<file path="config.mk">
export PLATFORM = sky130hd
export DESIGN_NAME = vga_timing_gen_flat
export DESIGN_NICKNAME = d
export VERILOG_FILES = /design/src/rtl/vga_timing_gen_if.sv /design/src/rtl/vga_timing_gen.sv /design/src/flat_wrapper.sv
export SDC_FILE = /design/constraint.sdc
export NUM_CORES = 1
export LEC_CHECK = 0
export ABC_AREA = 1
export CAP_MARGIN = 20
export CORE_MARGIN = 2
export CORE_UTILIZATION = 40
export DETAILED_ROUTE_END_ITERATION = 16
export MAX_ROUTING_LAYER = met4
export PLACE_DENSITY = 0.59
export SKIP_LAST_GASP = 1
export SLEW_MARGIN = 20
export SYNTH_ARGS = -nofsm -noshare
export SYNTH_HDL_FRONTEND = slang
export SYNTH_SLANG_ARGS = --single-unit
</file>
<file path="constraint.sdc">
create_clock -name vga_clk -period 2.3 [get_ports vga_clk]
set_clock_uncertainty 0.2 [all_clocks]
set_input_delay 0.69 -clock vga_clk [delete_from_list [all_inputs] [get_ports vga_clk]]
set_output_delay 0.69 -clock vga_clk [all_outputs]
set_load 0.01 [all_outputs]
</file>
<file path="src/rtl/vga_timing_gen_if.sv">
// Raster timing bundle: scan coordinates, sync/blank qualifiers and their pipelined copies.
// master = timing generator, slave = drawing stages / VGA connector.
`timescale 1ns/1ps
interface vga_timing_gen_if;
  logic [9:0]  DrawX;
  logic [9:0]  DrawY;
  logic        hs;
  logic        vs;
  logic        blank;
  logic        frame_start;
  logic        line_start;
  logic [15:0] frame_count;
  logic        hs_pipe;
  logic        vs_pipe;
  logic        blank_pipe;

  modport master (
    output DrawX, DrawY, hs, vs, blank, frame_start, line_start,
    output frame_count, hs_pipe, vs_pipe, blank_pipe
  );

  modport slave (
    input DrawX, DrawY, hs, vs, blank, frame_start, line_start,
    input frame_count, hs_pipe, vs_pipe, blank_pipe
  );
endinterface

</file>
<file path="src/rtl/vga_timing_gen.sv">
// VGA raster timing source: registered scan position, sync and blank, one cycle after the counters.
// Free-running, no backpressure; *_pipe outputs trail the aligned ones by PIPE_DELAY cycles.
`timescale 1ns/1ps
module vga_timing_gen #(
  parameter int H_ACTIVE   = 640,
  parameter int H_FP       = 16,
  parameter int H_SYNC     = 96,
  parameter int H_BP       = 48,
  parameter int V_ACTIVE   = 480,
  parameter int V_FP       = 10,
  parameter int V_SYNC     = 2,
  parameter int V_BP       = 33,
  parameter int PIPE_DELAY = 2
) (
  input  logic              vga_clk,
  input  logic              reset_n,
  vga_timing_gen_if.master  vga
);
  localparam int H_TOTAL  = H_ACTIVE + H_FP + H_SYNC + H_BP;
  localparam int V_TOTAL  = V_ACTIVE + V_FP + V_SYNC + V_BP;
  localparam int HS_START = H_ACTIVE + H_FP;
  localparam int HS_END   = HS_START + H_SYNC;
  localparam int VS_START = V_ACTIVE + V_FP;
  localparam int VS_END   = VS_START + V_SYNC;

  if (H_TOTAL > 1024 || V_TOTAL > 1024) begin : g_bad_total
    $error("vga_timing_gen: H_TOTAL/V_TOTAL exceed 10-bit counter range");
  end
  if (PIPE_DELAY < 0 || PIPE_DELAY > 7) begin : g_bad_pipe
    $error("vga_timing_gen: PIPE_DELAY must be 0..7");
  end

  logic [9:0]  hc_q, hc_d, vc_q, vc_d;
  logic [9:0]  draw_x_q, draw_x_d, draw_y_q, draw_y_d;
  logic        hs_q, hs_d, vs_q, vs_d, blank_q, blank_d;
  logic        frame_start_q, frame_start_d, line_start_q, line_start_d;
  logic [15:0] frame_count_q, frame_count_d;

  always_comb begin
    hc_d = hc_q + 10'd1;
    vc_d = vc_q;
    if (hc_q == 10'(H_TOTAL - 1)) begin
      hc_d = 10'd0;
      vc_d = (vc_q == 10'(V_TOTAL - 1)) ? 10'd0 : vc_q + 10'd1;
    end

    draw_x_d      = hc_q;
    draw_y_d      = vc_q;
    hs_d          = !((int'(hc_q) >= HS_START) && (int'(hc_q) < HS_END));
    vs_d          = !((int'(vc_q) >= VS_START) && (int'(vc_q) < VS_END));
    blank_d       = (int'(hc_q) < H_ACTIVE) && (int'(vc_q) < V_ACTIVE);
    frame_start_d = (hc_q == 10'd0) && (vc_q == 10'd0);
    line_start_d  = (hc_q == 10'd0);

    // The registered position is still (0,0) only for the very first frame after reset.
    frame_count_d = frame_count_q;
    if (frame_start_d && ((draw_x_q != 10'd0) || (draw_y_q != 10'd0)))
      frame_count_d = frame_count_q + 16'd1;
  end

  always_ff @(posedge vga_clk or negedge reset_n) begin
    if (!reset_n) begin
      hc_q          <= '0;
      vc_q          <= '0;
      draw_x_q      <= '0;
      draw_y_q      <= '0;
      hs_q          <= 1'b1;
      vs_q          <= 1'b1;
      blank_q       <= 1'b0;
      frame_start_q <= 1'b0;
      line_start_q  <= 1'b0;
      frame_count_q <= '0;
    end else begin
      hc_q          <= hc_d;
      vc_q          <= vc_d;
      draw_x_q      <= draw_x_d;
      draw_y_q      <= draw_y_d;
      hs_q          <= hs_d;
      vs_q          <= vs_d;
      blank_q       <= blank_d;
      frame_start_q <= frame_start_d;
      line_start_q  <= line_start_d;
      frame_count_q <= frame_count_d;
    end
  end

  assign vga.DrawX       = draw_x_q;
  assign vga.DrawY       = draw_y_q;
  assign vga.hs          = hs_q;
  assign vga.vs          = vs_q;
  assign vga.blank       = blank_q;
  assign vga.frame_start = frame_start_q;
  assign vga.line_start  = line_start_q;
  assign vga.frame_count = frame_count_q;

  // Each stage holds {hs, vs, blank}.
  if (PIPE_DELAY == 0) begin : g_no_pipe
    assign vga.hs_pipe    = hs_q;
    assign vga.vs_pipe    = vs_q;
    assign vga.blank_pipe = blank_q;
  end else begin : g_pipe
    logic [2:0] pipe_q [PIPE_DELAY];
    logic [2:0] pipe_d [PIPE_DELAY];

    always_comb begin
      pipe_d[0] = {hs_q, vs_q, blank_q};
      for (int i = 1; i < PIPE_DELAY; i++)
        pipe_d[i] = pipe_q[i-1];
    end

    always_ff @(posedge vga_clk or negedge reset_n) begin
      if (!reset_n) begin
        for (int i = 0; i < PIPE_DELAY; i++)
          pipe_q[i] <= 3'b110;
      end else begin
        for (int i = 0; i < PIPE_DELAY; i++)
          pipe_q[i] <= pipe_d[i];
      end
    end

    assign vga.hs_pipe    = pipe_q[PIPE_DELAY-1][2];
    assign vga.vs_pipe    = pipe_q[PIPE_DELAY-1][1];
    assign vga.blank_pipe = pipe_q[PIPE_DELAY-1][0];
  end
endmodule
</file>
<file path="src/flat_wrapper.sv">
// flat-port wrapper written by rule: the top's interface ports become plain ports
module vga_timing_gen_flat 
#(
  parameter int H_ACTIVE   = 640,
  parameter int H_FP       = 16,
  parameter int H_SYNC     = 96,
  parameter int H_BP       = 48,
  parameter int V_ACTIVE   = 480,
  parameter int V_FP       = 10,
  parameter int V_SYNC     = 2,
  parameter int V_BP       = 33,
  parameter int PIPE_DELAY = 2
)
  (vga_clk, reset_n, vga_DrawX, vga_DrawY, vga_hs, vga_vs, vga_blank, vga_frame_start, vga_line_start, vga_frame_count, vga_hs_pipe, vga_vs_pipe, vga_blank_pipe);
  vga_timing_gen_if vga_i ();
  input  logic vga_clk;
  input  logic reset_n;
  output wire logic [$bits(vga_i.DrawX)-1:0] vga_DrawX;
  output wire logic [$bits(vga_i.DrawY)-1:0] vga_DrawY;
  output wire logic [$bits(vga_i.hs)-1:0] vga_hs;
  output wire logic [$bits(vga_i.vs)-1:0] vga_vs;
  output wire logic [$bits(vga_i.blank)-1:0] vga_blank;
  output wire logic [$bits(vga_i.frame_start)-1:0] vga_frame_start;
  output wire logic [$bits(vga_i.line_start)-1:0] vga_line_start;
  output wire logic [$bits(vga_i.frame_count)-1:0] vga_frame_count;
  output wire logic [$bits(vga_i.hs_pipe)-1:0] vga_hs_pipe;
  output wire logic [$bits(vga_i.vs_pipe)-1:0] vga_vs_pipe;
  output wire logic [$bits(vga_i.blank_pipe)-1:0] vga_blank_pipe;
  assign vga_DrawX = vga_i.DrawX;
  assign vga_DrawY = vga_i.DrawY;
  assign vga_hs = vga_i.hs;
  assign vga_vs = vga_i.vs;
  assign vga_blank = vga_i.blank;
  assign vga_frame_start = vga_i.frame_start;
  assign vga_line_start = vga_i.line_start;
  assign vga_frame_count = vga_i.frame_count;
  assign vga_hs_pipe = vga_i.hs_pipe;
  assign vga_vs_pipe = vga_i.vs_pipe;
  assign vga_blank_pipe = vga_i.blank_pipe;
  vga_timing_gen #(.H_ACTIVE(H_ACTIVE), .H_FP(H_FP), .H_SYNC(H_SYNC), .H_BP(H_BP), .V_ACTIVE(V_ACTIVE), .V_FP(V_FP), .V_SYNC(V_SYNC), .V_BP(V_BP), .PIPE_DELAY(PIPE_DELAY)) u_core (.vga_clk(vga_clk), .reset_n(reset_n), .vga(vga_i));
endmodule
</file>
==> results of run 1 <==
==> power by group <==
group	total (µW)	leakage [µW]	internal, µW	switching, µW
clock network	973	0.0000991	525	448
logic	31.0	0.000824	7.40	23.6
registers	1180	0.000864	1180	0
total	2180	0.00179	1710	472
==> per-stage QoR <==
stage | hold slack, ns | instances | total power, µW | util (%)
final | 0.0732 | 523 | 2180 | 51.1
after global routing | 0.0897 | 523 | 2280 | 51.1
after CTS | 0.0752 | 523 | 2210 | 51.0
after detailed placement | 0.136 | 507 | 1230 | 48.5
after global placement | 0.131 | 507 | 1230 | 48.5
after floorplan | 0.131 | 362 | 1200 | -
==> registers in the layout, summed over array words and instances (netlist names) <==
register	flops
u_core.vga.line_start	1
u_core.vga.hs_pipe	1
u_core.vga.frame_start	1
u_core.vga.frame_count	16
u_core.draw_x_d	10
u_core.vga.DrawY	10
u_core.vga.hs	1
u_core.vga.blank	1
u_core.g_pipe.pipe_d	3
u_core.vga.vs_pipe	1
u_core.vga.blank_pipe	1
u_core.vga.vs	1
u_core.draw_y_d	10
u_core.vga.DrawX	10
==> kinds of logic after synthesis <==
| logic type | after synthesis | share of synthesized area (%) |
|---|---|---|
| simple gates | 214 | 31.4 |
| flops | 67 | 53.5 |
| buf+inv | 45 | 6.28 |
| compound gates | 16 | 2.70 |
| xor+xnor | 15 | 4.17 |
| fa+ha+maj | 5 | 1.99 |
==> final cells by class <==
class	instances	area [µm²]
inverters	39	148
multi-input cells	250	1270
well taps	102	128
clock buffers	11	141
repair buffers	49	500
flip-flops and latches	67	1690
fillers	749	3760
clock inverters	5	52.6
==> placed cells by master (no fill, tap or decap), types with 2 or more instances in the layout <==
cell type	Yosys	routed
a21oi_1	2	2
buf_12	0	2
buf_4	1	2
clkbuf_8	0	10
clkdlybuf4s50_1	0	41
clkinv_2	1	4
dfrtp_1	61	54
dfrtp_2	0	7
dfstp_2	6	6
dlygate4sd2_1	0	2
ha_1	5	5
inv_1	36	36
inv_2	2	2
nand2_1	93	93
nand2_4	2	2
nand3_1	37	37
nand3_2	3	3
nand3b_1	3	3
nand4_1	9	9
nor2_1	48	48
nor2_2	5	5
nor3_1	7	7
nor4_1	2	2
o21ai_0	11	11
xnor2_1	3	3
xor2_1	12	12
==> final timing paths <==
kind                                                                to  slack, ns  depth (start not counted)
worst min register to register         u_core.vga.blank_pipe$_DFF_PN0_       0.15                          0
min in group vga_clk                   u_core.vga.blank_pipe$_DFF_PN0_       0.15                          0
worst max-delay path                                       vga_hs_pipe       0.04                          1
worst min-delay path            u_core.vga.frame_count[13]$_DFFE_PN0P_       0.07                          1
max in group asynchronous                      u_core.vga.vs$_DFF_PN1_       1.29                          2
worst max register to register          u_core.draw_y_d[5]$_DFFE_PN0N_       0.40                          6
==> timing repair <==
action / 4_1_cts / 5_1_grt
gates resized for setup: 2 / 8
endpoints found under the setup margin: 2 / 8
endpoints found under the hold margin: 0 / 0
setup buffers: 0 / 0
==> metal layers <==
| metal | wire length (µm) | global-route usage, % |
|---|---|---|
| met1 | 3130 | 23.3 |
| met3 | 198 | 3.74 |
| met5 | 0 | - |
| met4 | 67 | 4.90 |
| met2 | 3390 | 29.2 |
==> impl_metrics.ini, run 1 <==
[worst_setup_path]
setup.worst_path.class = reg2out
end_kind = primary output
critPathSlowestCell = dfstp_2
critPathArrivalTime_ns = 1.37
required_ns = 1.41
path_buf_inv = 1
max_stage_delay_ns = 0.52
path_max_fanout = 1
rr_startpoint = u_core.draw_x_d[0]$_DFF_PN0_
cp-startpoint = u_core.vga.hs_pipe$_DFF_PN1_
crit_path_cell_trace = clkdlybuf4s50_1
critPathTopFamily = flip-flops
start_kind = flip-flop

[route]
ant_nets = 0
via_per_inst = 4.83
first_pass_iters = 4
routed_wl_mm = 6.79
drc = 0
wl_per_cell_um = 13.0
drt-initial-drc-count = 75
vias = 2525

[sta]
setup-violations-final = 0
tightest_slew_ns = 0.401
tns_ns = 0
maxClockFrequency_mhz = 443
maxSlewHeadroom_pct = 73.2
report.final.slew_viol_count = 0
final-hold-violation-count = 0
grt_setup_unrepaired = no
fin_crit_ns = 2.26
timing.final.crit_share_pct = 98.2
fin_ws_ns = 0.0413

[cts]
cts-htree-levels = 3
cts-root-buf = clkbuf_8
cts_made_buffers = 9
clock-sinks = 67
cts_hold_buf = 0
worstSkewPairLatency_ns = 0.33
cts_tree = done
path_clk_slew_ns = 0.08
cts_buffer_depth = 2

[grt]
antenna_found_initial = 0
grt_pass1_vias = 2537
overflow = 0
grt_pass1_wl_mm = 11.9
grt_max_degree = 31
grt_use_total_pct = 18.0

[placed_design]
dp_hpwl_mm = 4.96
gp_congestion = 0.884
numPortBuffers = 45
dp_worst_setup_slack_ns = 0.371
postPlaceCellArea_um2 = 3730

[cells_and_area]
drive_gt1_share_pct = 11.9
design_area_um2 = 3930
layout.nets = 423
area_growth_syn_to_layout_pct = 24.8
n_antenna_cell = 0

[synth]
synth.most_common_cell = nand2_1
yosysWarningCount = 0
async_flop_share_pct = 100
synth_cells = 362
syn_nets = 369
yosysSeqAreaShare_pct = 53.5
synth_seq_cells = 67
ys.flop_type = dfrtp_1
syn-cell-area_um2 = 3150
yosysTopAreaCell = dfrtp_1
synth.avg_cell_area_um2 = 8.70
synth_common_cells = nand2_1 (93), dfrtp_1 (61), nor2_1 (48), nand3_1 (37), inv_1 (36)
synth.area.top_cells = dfrtp_1 (48%), nand2_1 (11%), nand3_1 (5.9%)
synth_edf_count = 0
synth_cell_types = 32
yosysTopAreaCellShare_pct = 48.5

[power_and_ir_drop]
powerDensity_nw_per_um2 = 555
peakVddDrop_mv = 0.312
p_leak_uw = 0.00179

[floorplanning]
floorplan.initialDensity_pct = 41.0
die_w_um = 92.7
rows = 32
dieArea_um2 = 8600
ioPinCount = 46
chipHeight_um = 92.7
coreArea_um2 = 7690

[worst_hold_path]
hp-class = in2async

[job]
drv_cap = 0

[outcome]
outcome = complete, no violations
Note: power is estimated with default switching activity, not from simulation.
==> inputs of run 2 (changes only) <==
--- a/config.mk
+++ b/config.mk
@@ -15,3 +15,2 @@
 export SKIP_LAST_GASP = 1
-export SLEW_MARGIN = 20
 export SYNTH_ARGS = -nofsm -noshare
==> constraint.sdc (replaced) <==
create_clock -name vga_clk -period 2.92 [get_ports vga_clk]
set_clock_uncertainty 0.2 [all_clocks]
set_input_delay 0.73 -clock vga_clk [delete_from_list [all_inputs] [get_ports vga_clk]]
set_output_delay 0.73 -clock vga_clk [all_outputs]
set_load 0.01 [all_outputs]
==> impl_metrics.ini, run 2 (synthesis gave the netlist of run 1 again) <==
[sta]
tns_ns = 0
report.final.slew_viol_count = 0
timing.final.crit_share_pct = 79.7
grt_setup_unrepaired = no
setup-violations-final = 0
fin_crit_ns = 2.33
tightest_slew_ns = 0.467
final-hold-violation-count = 0
maxSlewHeadroom_pct = 68.9
maxClockFrequency_mhz = 430

[route]
drt-initial-drc-count = 143
wl_per_cell_um = 12.5
ant_nets = 0
vias = 2463
drc = 0
first_pass_iters = 4
routed_wl_mm = 6.54
via_per_inst = 4.71

[worst_hold_path]
hp-class = in2async

[power_and_ir_drop]
p_int_uw = 1290
totalPowerFinal_uw = 1640
seqPwrFrac_pct = 56.5
p_leak_uw = 0.00179
combPwrFrac_pct = 1.4
p_sw_uw = 358
powerDensity_nw_per_um2 = 423
swShare_pct = 21.8
peakVddDrop_mv = 0.267
p_clk_share_pct = 42.1

[cells_and_area]
drive_gt1_share_pct = 9.74
n_antenna_cell = 0
layout_common_cells = nand2_1 (93), dfrtp_1 (61), nor2_1 (48)
area_growth_syn_to_layout_pct = 23.5
layout.nets = 423
layout_commonest_cell = nand2_1
largest_reg_flops = 16

[worst_setup_path]
end_kind = primary output
critPathArrivalTime_ns = 1.40
path_buf_inv = 1
required_ns = 1.99
critPathTopFamily = flip-flops
start_kind = flip-flop
worst-r2r-setup-slack_ns = 1.00
critPathSlowestCell = dfstp_2
setup.worst_path.class = reg2out
rr_startpoint = u_core.draw_y_d[0]$_DFFE_PN0N_
reg2reg_depth = 9
path_max_fanout = 2
crit_path_cell_trace = clkdlybuf4s50_1
rr_endpoint = u_core.vga.frame_count[12]$_DFFE_PN0P_
max_stage_delay_ns = 0.53

[grt]
grt_use_total_pct = 17.9
grtUsageMet1_pct = 23.0
grt_pass1_wl_mm = 11.6
grt_pass1_vias = 2483
overflow = 0
grt_max_degree = 24
use_met3_pct = 3.74
antenna_found_initial = 0
use_met2_pct = 27.4
top_usage_layer = met2

[outcome]
outcome = complete, no violations

[cts]
path_clk_slew_ns = 0.08
cts_buffer_depth = 2
worstSkewPairLatency_ns = 0.34
cts-htree-levels = 3
cts_resized = 0
cts_made_buffers = 9
clock-sinks = 67
cts_hold_buf = 0
cts-root-buf = clkbuf_8
cts_tree = done
postCtsSetupRepairBufs = 0

[floorplanning]
die_w_um = 92.7
chipHeight_um = 92.7
rows = 32
dieArea_um2 = 8600
ioPinCount = 46
floorplan.initialDensity_pct = 41.0
coreArea_um2 = 7690

[job]
drv_cap = 0

[placed_design]
dp_hpwl_mm = 4.77
gp_congestion = 0.872
numPortBuffers = 45
-- run 2: stage by stage --
stage,cells,utilization [%],instance area [µm²],hold slack (ns),setup WS [ns]
CTS,523,50.6,3890,0.131,0.569
global placement,507,48.3,3710,0.134,0.961
finish,523,50.6,3890,0.130,0.594
global route,523,50.6,3890,0.146,0.519
floorplan,362,-,3150,0.131,1.21
detailed placement,507,48.3,3710,0.137,0.958
-- run 2: worst max-delay path by stage --
stage                                     startpoint                               endpoint  slack (ns)  depth (start not counted)
3_3_place_gp                 u_core.vga.vs$_DFF_PN1_                                 vga_vs        0.96                          1
5_1_grt        u_core.vga.frame_count[4]$_DFFE_PN0P_                     vga_frame_count[4]        0.52                          1
6_report                     u_core.vga.hs$_DFF_PN1_                                 vga_hs        0.59                          1
4_1_cts                      u_core.vga.vs$_DFF_PN1_                                 vga_vs        0.57                          1
2_1_floorplan         u_core.draw_y_d[0]$_DFFE_PN0N_  u_core.vga.frame_count[4]$_DFFE_PN0P_        1.21                         10
3_5_place_dp                 u_core.vga.vs$_DFF_PN1_                                 vga_vs        0.96                          1
-- run 2: final cells by class --
class	instances	area, µm²
Multi-Input combinational cell	250	1270
Inverter	39	148
Clock buffer	14	163
Timing Repair Buffer	49	488
Fill cell	744	3800
Tap cell	102	128
Clock inverter	2	10.0
Sequential cell	67	1680
-- run 2: power groups by stage --
stage	sequential, µW	combinational (µW)	clock [µW]
6_report	928	23.2	693
5_1_grt	927	27.6	756
2_1_floorplan	946	0.000669	0
4_1_cts	928	24.7	713
3_3_place_gp	945	24.5	0
3_5_place_dp	945	24.7	0
-- run 2: routing by layer --
| layer | part of all wire (%) | vias to the layer above |
|---|---|---|
| met5 | 0 | - |
| met4 | 1.4 | 0 |
| met3 | 3.8 | 8 |
| met2 | 47 | 44 |
| met1 | 48 | 1146 |
| li1 | - | 1265 |
==> inputs of run 3 (changes only) <==
- PLACE_DENSITY: 0.59 -> 0.61
- clock period: 2.92 -> 2 ns (I/O delays scaled with it)
==> impl_metrics.ini, run 3 (synthesis gave the netlist of run 1 again) <==
[floorplanning]
rows = 32
coreArea_um2 = 7690
chipHeight_um = 92.7
ioPinCount = 46
dieArea_um2 = 8600
die_w_um = 92.7
floorplan.initialDensity_pct = 41.0

[cts]
cts_made_buffers = 9
cts-htree-levels = 3
cts-root-buf = clkbuf_8
clock-sinks = 67
worstSkewPairLatency_ns = 0.35
cts_buffer_depth = 2
path_clk_slew_ns = 0.08
cts_tree = done

[sta]
report.final.slew_viol_count = 0
tns_ns = 0
maxClockFrequency_mhz = 507
fin_crit_ns = 1.97
grt_setup_unrepaired = yes
maxSlewHeadroom_pct = 75.7
timing.final.crit_share_pct = 98.6
setup-violations-final = 0
tightest_slew_ns = 0.365
final-hold-violation-count = 0

[placed_design]
placedCellCount = 508
numPortBuffers = 45
gp_congestion = 0.834
dp_hpwl_mm = 4.73
postPlaceCellArea_um2 = 3720

[cells_and_area]
fillCellCount = 710
seqCellArea_um2 = 1690
n_antenna_cell = 0
stdcell_count = 536
layout_commonest_cell = nand2_1
layout.nets = 436
area_growth_syn_to_layout_pct = 29.4
drive_gt1_share_pct = 14.3
design_area_um2 = 4070
largest_reg_flops = 16
multi_input_area_um2 = 1270
layout_common_cells = nand2_1 (93), dfrtp_1 (55), nor2_1 (48)

[worst_setup_path]
start_kind = flip-flop
path_buf_inv = 1
crit_path_cell_trace = clkdlybuf4s50_1
path_max_fanout = 2
setup.worst_path.class = reg2out
critPathArrivalTime_ns = 1.27
critPathSlowestCell = clkdlybuf4s50_1
required_ns = 1.30
max_stage_delay_ns = 0.55
critPathTopFamily = buffers and inverters
end_kind = primary output

[worst_hold_path]
hp-class = reg2reg

[route]
vias = 2613
drt-initial-drc-count = 202
via_per_inst = 4.88
ant_nets = 0
routed_wl_mm = 6.94
drc = 0
wl_per_cell_um = 12.9
first_pass_iters = 5

[power_and_ir_drop]
seqPwrFrac_pct = 48.7
p_sw_uw = 581
p_int_uw = 2200
combPwrFrac_pct = 1.2
p_leak_uw = 0.00195
p_clk_share_pct = 50.1
peakVddDrop_mv = 0.303
powerDensity_nw_per_um2 = 682
swShare_pct = 20.9

[job]
drv_cap = 0

[grt]
antenna_found_initial = 0
grt_use_total_pct = 18.0
grt_max_degree = 68
grt_pass1_vias = 2518
grt_pass1_wl_mm = 11.8
overflow = 0

[outcome]
outcome = complete, no violations
-- run 3: worst reg2reg max path, delay by kind of cell, from the launching register on --
| family | cells | cell delay, ns |
|---|---|---|
| buffers and inverters | 1 | 0.11 |
| adder cells (fa/ha/maj) | 1 | 0.19 |
| AND/OR/NAND/NOR | 7 | 0.77 |
| flip-flops | 1 | 0.44 |
-- run 3: routing by layer --
metal	share of wire [%]	GRT usage, %	up-vias
met5	0	-	-
met4	2.1	8.33	0
met3	5.5	3.01	16
met2	47	27.3	88
met1	46	23.7	1225
li1	-	-	1284
-- run 3: power groups by stage --
stage / Sequential (µW) / Clock (µW) / Combinational (µW)
CTS: 1350 / 1430 / 34.9
global placement: 1380 / 0 / 33.1
detailed placement: 1380 / 0 / 33.1
finish: 1350 / 1390 / 32.3
floorplan: 1380 / 0 / 0.000669
global route: 1350 / 1480 / 38.9
-- run 3: area by class of cell --
cell class                      count  share of cell area, %
Clock buffer                        9                   3.04
Clock inverter                      7                   3.07
Inverter                           39                   3.62
Multi-Input combinational cell    250                   31.2
Sequential cell                    67                   41.5
Tap cell                          102                   3.13
Timing Repair Buffer               62                   14.4
-- run 3: through the flow --
stage	utilization, %	total power [µW]	hold slack (ns)	setup WS (ns)
floorplan	-	1380	0.00441	0.289
global placement	48.4	1410	0.146	0.192
detailed placement	48.4	1410	0.148	0.158
CTS	52.7	2820	0.160	0.000997
global route	53.0	2880	0.162	-0.00318
finish	53.0	2780	0.158	0.0280
-- run 3: repair_timing --
item | in CTS | in global routing
setup endpoints to repair | 17 | 19
buffers inserted | 10 | 1
resized for setup | 12 | 5
hold buffers | 1 | 0
endpoints found under the hold margin | 61 | 0
-- run 3: worst paths after layout --
path                                                         endpoint                                   from  cells after the start  slack [ns]
worst max register to register  u_core.vga.frame_count[7]$_DFFE_PN0P_         u_core.draw_y_d[0]$_DFFE_PN0N_                      9        0.19
worst max-delay path                               vga_frame_count[7]  u_core.vga.frame_count[7]$_DFFE_PN0P_                      1        0.03
worst min-delay path                     u_core.vga.hs_pipe$_DFF_PN1_      u_core.g_pipe.pipe_d[2]$_DFF_PN1_                      0        0.16
worst min register to register           u_core.vga.hs_pipe$_DFF_PN1_      u_core.g_pipe.pipe_d[2]$_DFF_PN1_                      0        0.16
min in group asynchronous       u_core.vga.frame_count[2]$_DFFE_PN0P_                                reset_n                      3        0.49
max in group asynchronous                u_core.vga.vs_pipe$_DFF_PN1_                                reset_n                      3        0.76
